<file path="src/rtl/regfile_dump.sv">
// Register file sweep engine: streams a wrapping address range
// out through a single-entry valid/ready output register.
module regfile_dump #(
  parameter int DSIZE = 16,
  parameter int NREG = 16,
  localparam int RSIZE = 4
) (
  input  logic             clk,
  input  logic             rst,
  input  logic             start,
  input  logic             abort,
  input  logic [RSIZE-1:0] first_addr,
  input  logic [RSIZE-1:0] last_addr,
  output logic [RSIZE-1:0] raddr,
  input  logic [DSIZE-1:0] rdata,
  output logic             out_valid,
  input  logic             out_ready,
  output logic [RSIZE-1:0] out_addr,
  output logic [DSIZE-1:0] out_data,
  output logic             busy,
  output logic             done
);

  typedef enum logic [1:0] {
    IDLE,
    READ,
    DRAIN
  } state_t;

  state_t state;
  state_t state_nxt;

  logic [RSIZE-1:0] ptr;
  logic [RSIZE-1:0] end_ptr;
  logic [RSIZE-1:0] ptr_inc;

  logic slot_free;
  logic at_end;
  logic accept_start;
  logic capture;
  logic finish;
  logic cancel;

  assign slot_free = !out_valid || out_ready;
  assign at_end    = (ptr == end_ptr);
  assign ptr_inc   = (ptr == RSIZE'(NREG - 1))
                   ? '0 : ptr + 1'b1;

  always_ff @(posedge clk or negedge rst) begin
    if (!rst) begin
      state <= IDLE;
    end else begin
      state <= state_nxt;
    end
  end

  always_comb begin
    state_nxt = state;
    unique case (state)
      IDLE: begin
        if (accept_start) begin
          state_nxt = READ;
        end
      end
      READ: begin
        if (cancel) begin
          state_nxt = IDLE;
        end else if (capture && at_end) begin
          state_nxt = DRAIN;
        end
      end
      DRAIN: begin
        if (cancel || finish) begin
          state_nxt = IDLE;
        end
      end
      default: state_nxt = IDLE;
    endcase
  end

  // A done pulse still in flight blocks a start that same cycle.
  always_comb begin
    raddr        = '0;
    busy         = 1'b0;
    accept_start = 1'b0;
    capture      = 1'b0;
    finish       = 1'b0;
    cancel       = 1'b0;
    unique case (state)
      IDLE: begin
        accept_start = start && !done;
      end
      READ: begin
        busy    = 1'b1;
        raddr   = ptr;
        cancel  = abort;
        capture = !abort && slot_free;
      end
      DRAIN: begin
        busy   = 1'b1;
        cancel = abort;
        finish = !abort && slot_free;
      end
      default: ;
    endcase
  end

  always_ff @(posedge clk or negedge rst) begin
    if (!rst) begin
      ptr       <= '0;
      end_ptr   <= '0;
      out_valid <= 1'b0;
      out_addr  <= '0;
      out_data  <= '0;
      done      <= 1'b0;
    end else begin
      done <= finish;
      if (accept_start) begin
        ptr     <= first_addr;
        end_ptr <= last_addr;
      end
      if (capture) begin
        out_data  <= rdata;
        out_addr  <= ptr;
        out_valid <= 1'b1;
        if (!at_end) begin
          ptr <= ptr_inc;
        end
      end
      if (cancel || finish) begin
        out_valid <= 1'b0;
      end
    end
  end

endmodule
</file>
<file path="config.mk">
export PLATFORM = sky130hd
export DESIGN_NAME = regfile_dump
export DESIGN_NICKNAME = d
export VERILOG_FILES = /design/src/rtl/regfile_dump.sv
export SDC_FILE = /design/constraint.sdc
export NUM_CORES = 1
export LEC_CHECK = 0
export CORE_AREA = 2 2 69 71
export DETAILED_ROUTE_END_ITERATION = 10
export DIE_AREA = 0 0 71 73
export HOLD_SLACK_MARGIN = 0.12
export SETUP_SLACK_MARGIN = 0.15
export SYNTH_ARGS = -nofsm -noshare
export SYNTH_HDL_FRONTEND = slang
export SYNTH_SLANG_ARGS = --single-unit
</file>
<file path="constraint.sdc">
create_clock -name clk -period 4.6 [get_ports clk]
set_input_delay 0.92 -clock clk [delete_from_list [all_inputs] [get_ports clk]]
set_output_delay 0.92 -clock clk [all_outputs]
set_load 0.05 [all_outputs]
</file>
==> reports/results.ini <==
[timing]
rsz0062_at_grt = false
slew_headroom_pct = 57.9
drv_slew = 0
fin_worst_skew_ns = 0.00622
worst_pin_slew_ns = 0.630
min_period_over_period_pct = 63.9
hold_violations = 0
fin_crit_ns = 2.94
max_freq_ghz = 0.340
setup_slack_ns = 1.66
setup_viol = 0
fin_tns_setup_ns = 0

[die]
design.core.area_um2 = 4540
die_y_um = 73
start_util_pct = 33.5
row_count = 25
fp.dieW_um = 71
die-area_um2 = 5180
io_pins = 56

[setup_path]
worstPathRequired_ns = 3.68
setup.worst_path.start_class = flop
cp_cell_sequence = inv_1, ha_1, and2_2, clkdlybuf4s50_1
crit_buf_inv = 2
critPathKind = reg -> out
critical_path.endpoint_type = output port
slowest_delay_ns = 0.79
cp_max_fo = 8
cp_slowest_cell = clkdlybuf4s50_1
worst_ep_arrival_time_ns = 2.02
crit_family = buffers and inverters

[job]
max_cap_violations = 0

[synthesis]
ys.flop_type = dfrtp_1
netlist_area_um2 = 1520
ys_seq_area_share_pct = 52.7
syn_avg_cell_area_um2 = 12.2
synth_cell_types = 32
async_flop_share_pct = 100
yosys_warnings = 0
synth_edf_count = 0
synthCells = 125
synth_fp_nets = 158
synth.ff_latch_count = 32

[placed_design]
place_congestion = 0.796
postPlaceCellArea_um2 = 2130
place_hpwl_um = 2490
dp.cells = 232
io_buffers = 55
dp_slack_ns = 1.65

[drt]
post_drt_wl_per_cell_um = 14.3
viasPerCell = 4.83
firstDrtPassIters = 4
drtIter0Drc = 19
vias = 1154
routed_wirelength_um = 3420
ant_nets = 0
drc = 0

[cells_and_area]
nets = 218
final_cell_area_um2 = 2220
drive_above_1_share_pct = 21.1
diodes = 0
fin_cells = 239
area_delta_synth_final_pct = 46.4

[global_routing]
grt_max_degree = 33
grt.overflow.total = 0
grt_pass1_wl_um = 5780
grt_pass1_vias = 1229
grt_use_total_pct = 14.2
antenna_found_initial = 0

[clock_network]
cts.repair.resized = 0
clk_path_buf_depth = 2
holdBufCountCts = 0
clock_sinks = 32
postCtsSetupRepairBufs = 0
h-tree-depth = 2
cts_buffers = 5
root_buffer = clkbuf_8
worstSkewPairLatency_ns = 0.28
cts_tree = built
clk_pin_slew_ns = 0.06

[power_and_ir_drop]
p_leak_nw = 0.963
power_density_nw_per_um2 = 834
ir_drop_mv = 0.326

[run_status]
status = complete, no violations

[min_path]
min_path_type = reg -> reg

[cells in the mapped netlist (2+ instances only)]
library cell  count  area (um2)
and2_1            3        18.8
a21boi_0          2        15.0
nor3b_1           2        15.0
nand2_1          22        82.6
mux2i_1           3        30.0
inv_1             2        7.51
a22o_2            2        20.0
nand3_1           4        20.0
nand4b_1          2        17.5
buf_2             2        10.0
nand2b_1          2        12.5
nor2b_1           3        18.8
mux2_2           21         236
dfrtp_1          32         801
xnor2_1           3        26.3
ha_1              4        50.1
[kinds of logic after synthesis]
family / share of synthesized area, %
xor gates and xnor gates: 2.80
DFF: 52.7
adders and majority gates: 3.30
buffers and inverters: 2.14
and+or+nand+nor: 15.7
AOI/OAI and AO/OA: 4.86
muxes: 18.5
[stage by stage]
stage	util, %	hold WS (ns)	power, mW
global placement	46.9	0.481	1.61
detailed placement	46.9	0.489	1.64
finish	49.0	0.501	1.85
CTS	49.0	0.507	1.87
global route	49.0	0.524	1.96
floorplan	-	0.467	1.29
[power breakdown]
part | internal (mW) | leakage [nW] | switching (mW)
clock network | 0.133 | 0.0503 | 0.0939
registers | 0.419 | 0.388 | 0.110
logic | 0.446 | 0.524 | 0.652
total | 0.998 | 0.963 | 0.855
[worst reg2reg max path, delay by kind of cell, from the launching register on]
family / cells / cell delay, ns
adders and majority gates: 1 / 0.29
DFF: 1 / 0.38
muxes: 1 / 0.36
buffers and inverters: 2 / 0.42
and+or+nand+nor: 2 / 0.62
[sequential cells by signal, summed over array words and instances, names as in the netlist]
register   cells
end_ptr        4
ptr            4
out_valid      1
done           1
out_data      16
out_addr       4
state          2
[final cells by class]
type                    instances  area (um2)
fillers                       421        2310
well taps                      54        67.6
clock buffers                   7        96.3
inverters                       2        7.51
repair buffers                 57         566
flip-flops and latches         32         801
multi-input cells              87         686
[per-layer routing]
| metal | wire length [um] | share of wire (%) | global-route usage [%] | up-vias |
|---|---|---|---|---|
| li1 | - | - | - | 550 |
| met1 | 1510 | 44 | 17.7 | 559 |
| met2 | 1690 | 49 | 24.5 | 42 |
| met3 | 201 | 5.9 | 4.28 | 3 |
| met4 | 23 | 0.67 | 3.14 | 0 |
| met5 | 0 | 0 | 0 | - |
[cell usage in the layout (no fill, tap or decap), types with 2 or more instances in the layout]
cell             synthesis  final
nand2_1                 22     22
mux2i_1                  3      3
clkdlybuf4s50_1          0     55
dfrtp_1                 32     32
inv_1                    2      2
nor2b_1                  3      3
nor3b_1                  2      2
mux2_2                  21     21
buf_4                    0      2
nand2b_1                 2      2
a22o_2                   2      2
a21boi_0                 2      2
nand3_1                  4      4
nand4b_1                 2      2
clkbuf_8                 0      7
ha_1                     4      4
xnor2_1                  3      3
and2_1                   3      3
[path summary, 6_finish.rpt]
kind,start,cells past startpoint,slack (ns),end
setup / recovery,state[1]$_DFFE_PN0P_,4,1.66,raddr[2]
setup reg to reg,state[1]$_DFFE_PN0P_,6,2.40,out_data[8]$_DFFE_PN0N_
hold / removal,end_ptr[0]$_DFFE_PN0N_,2,0.50,end_ptr[0]$_DFFE_PN0N_
min in group asynchronous,rst,2,1.03,state[0]$_DFFE_PN0P_
hold reg to reg,end_ptr[0]$_DFFE_PN0N_,2,0.50,end_ptr[0]$_DFFE_PN0N_
max in group asynchronous,rst,2,3.27,out_addr[2]$_DFFE_PN0N_
Power figures use the tool's default switching activity.
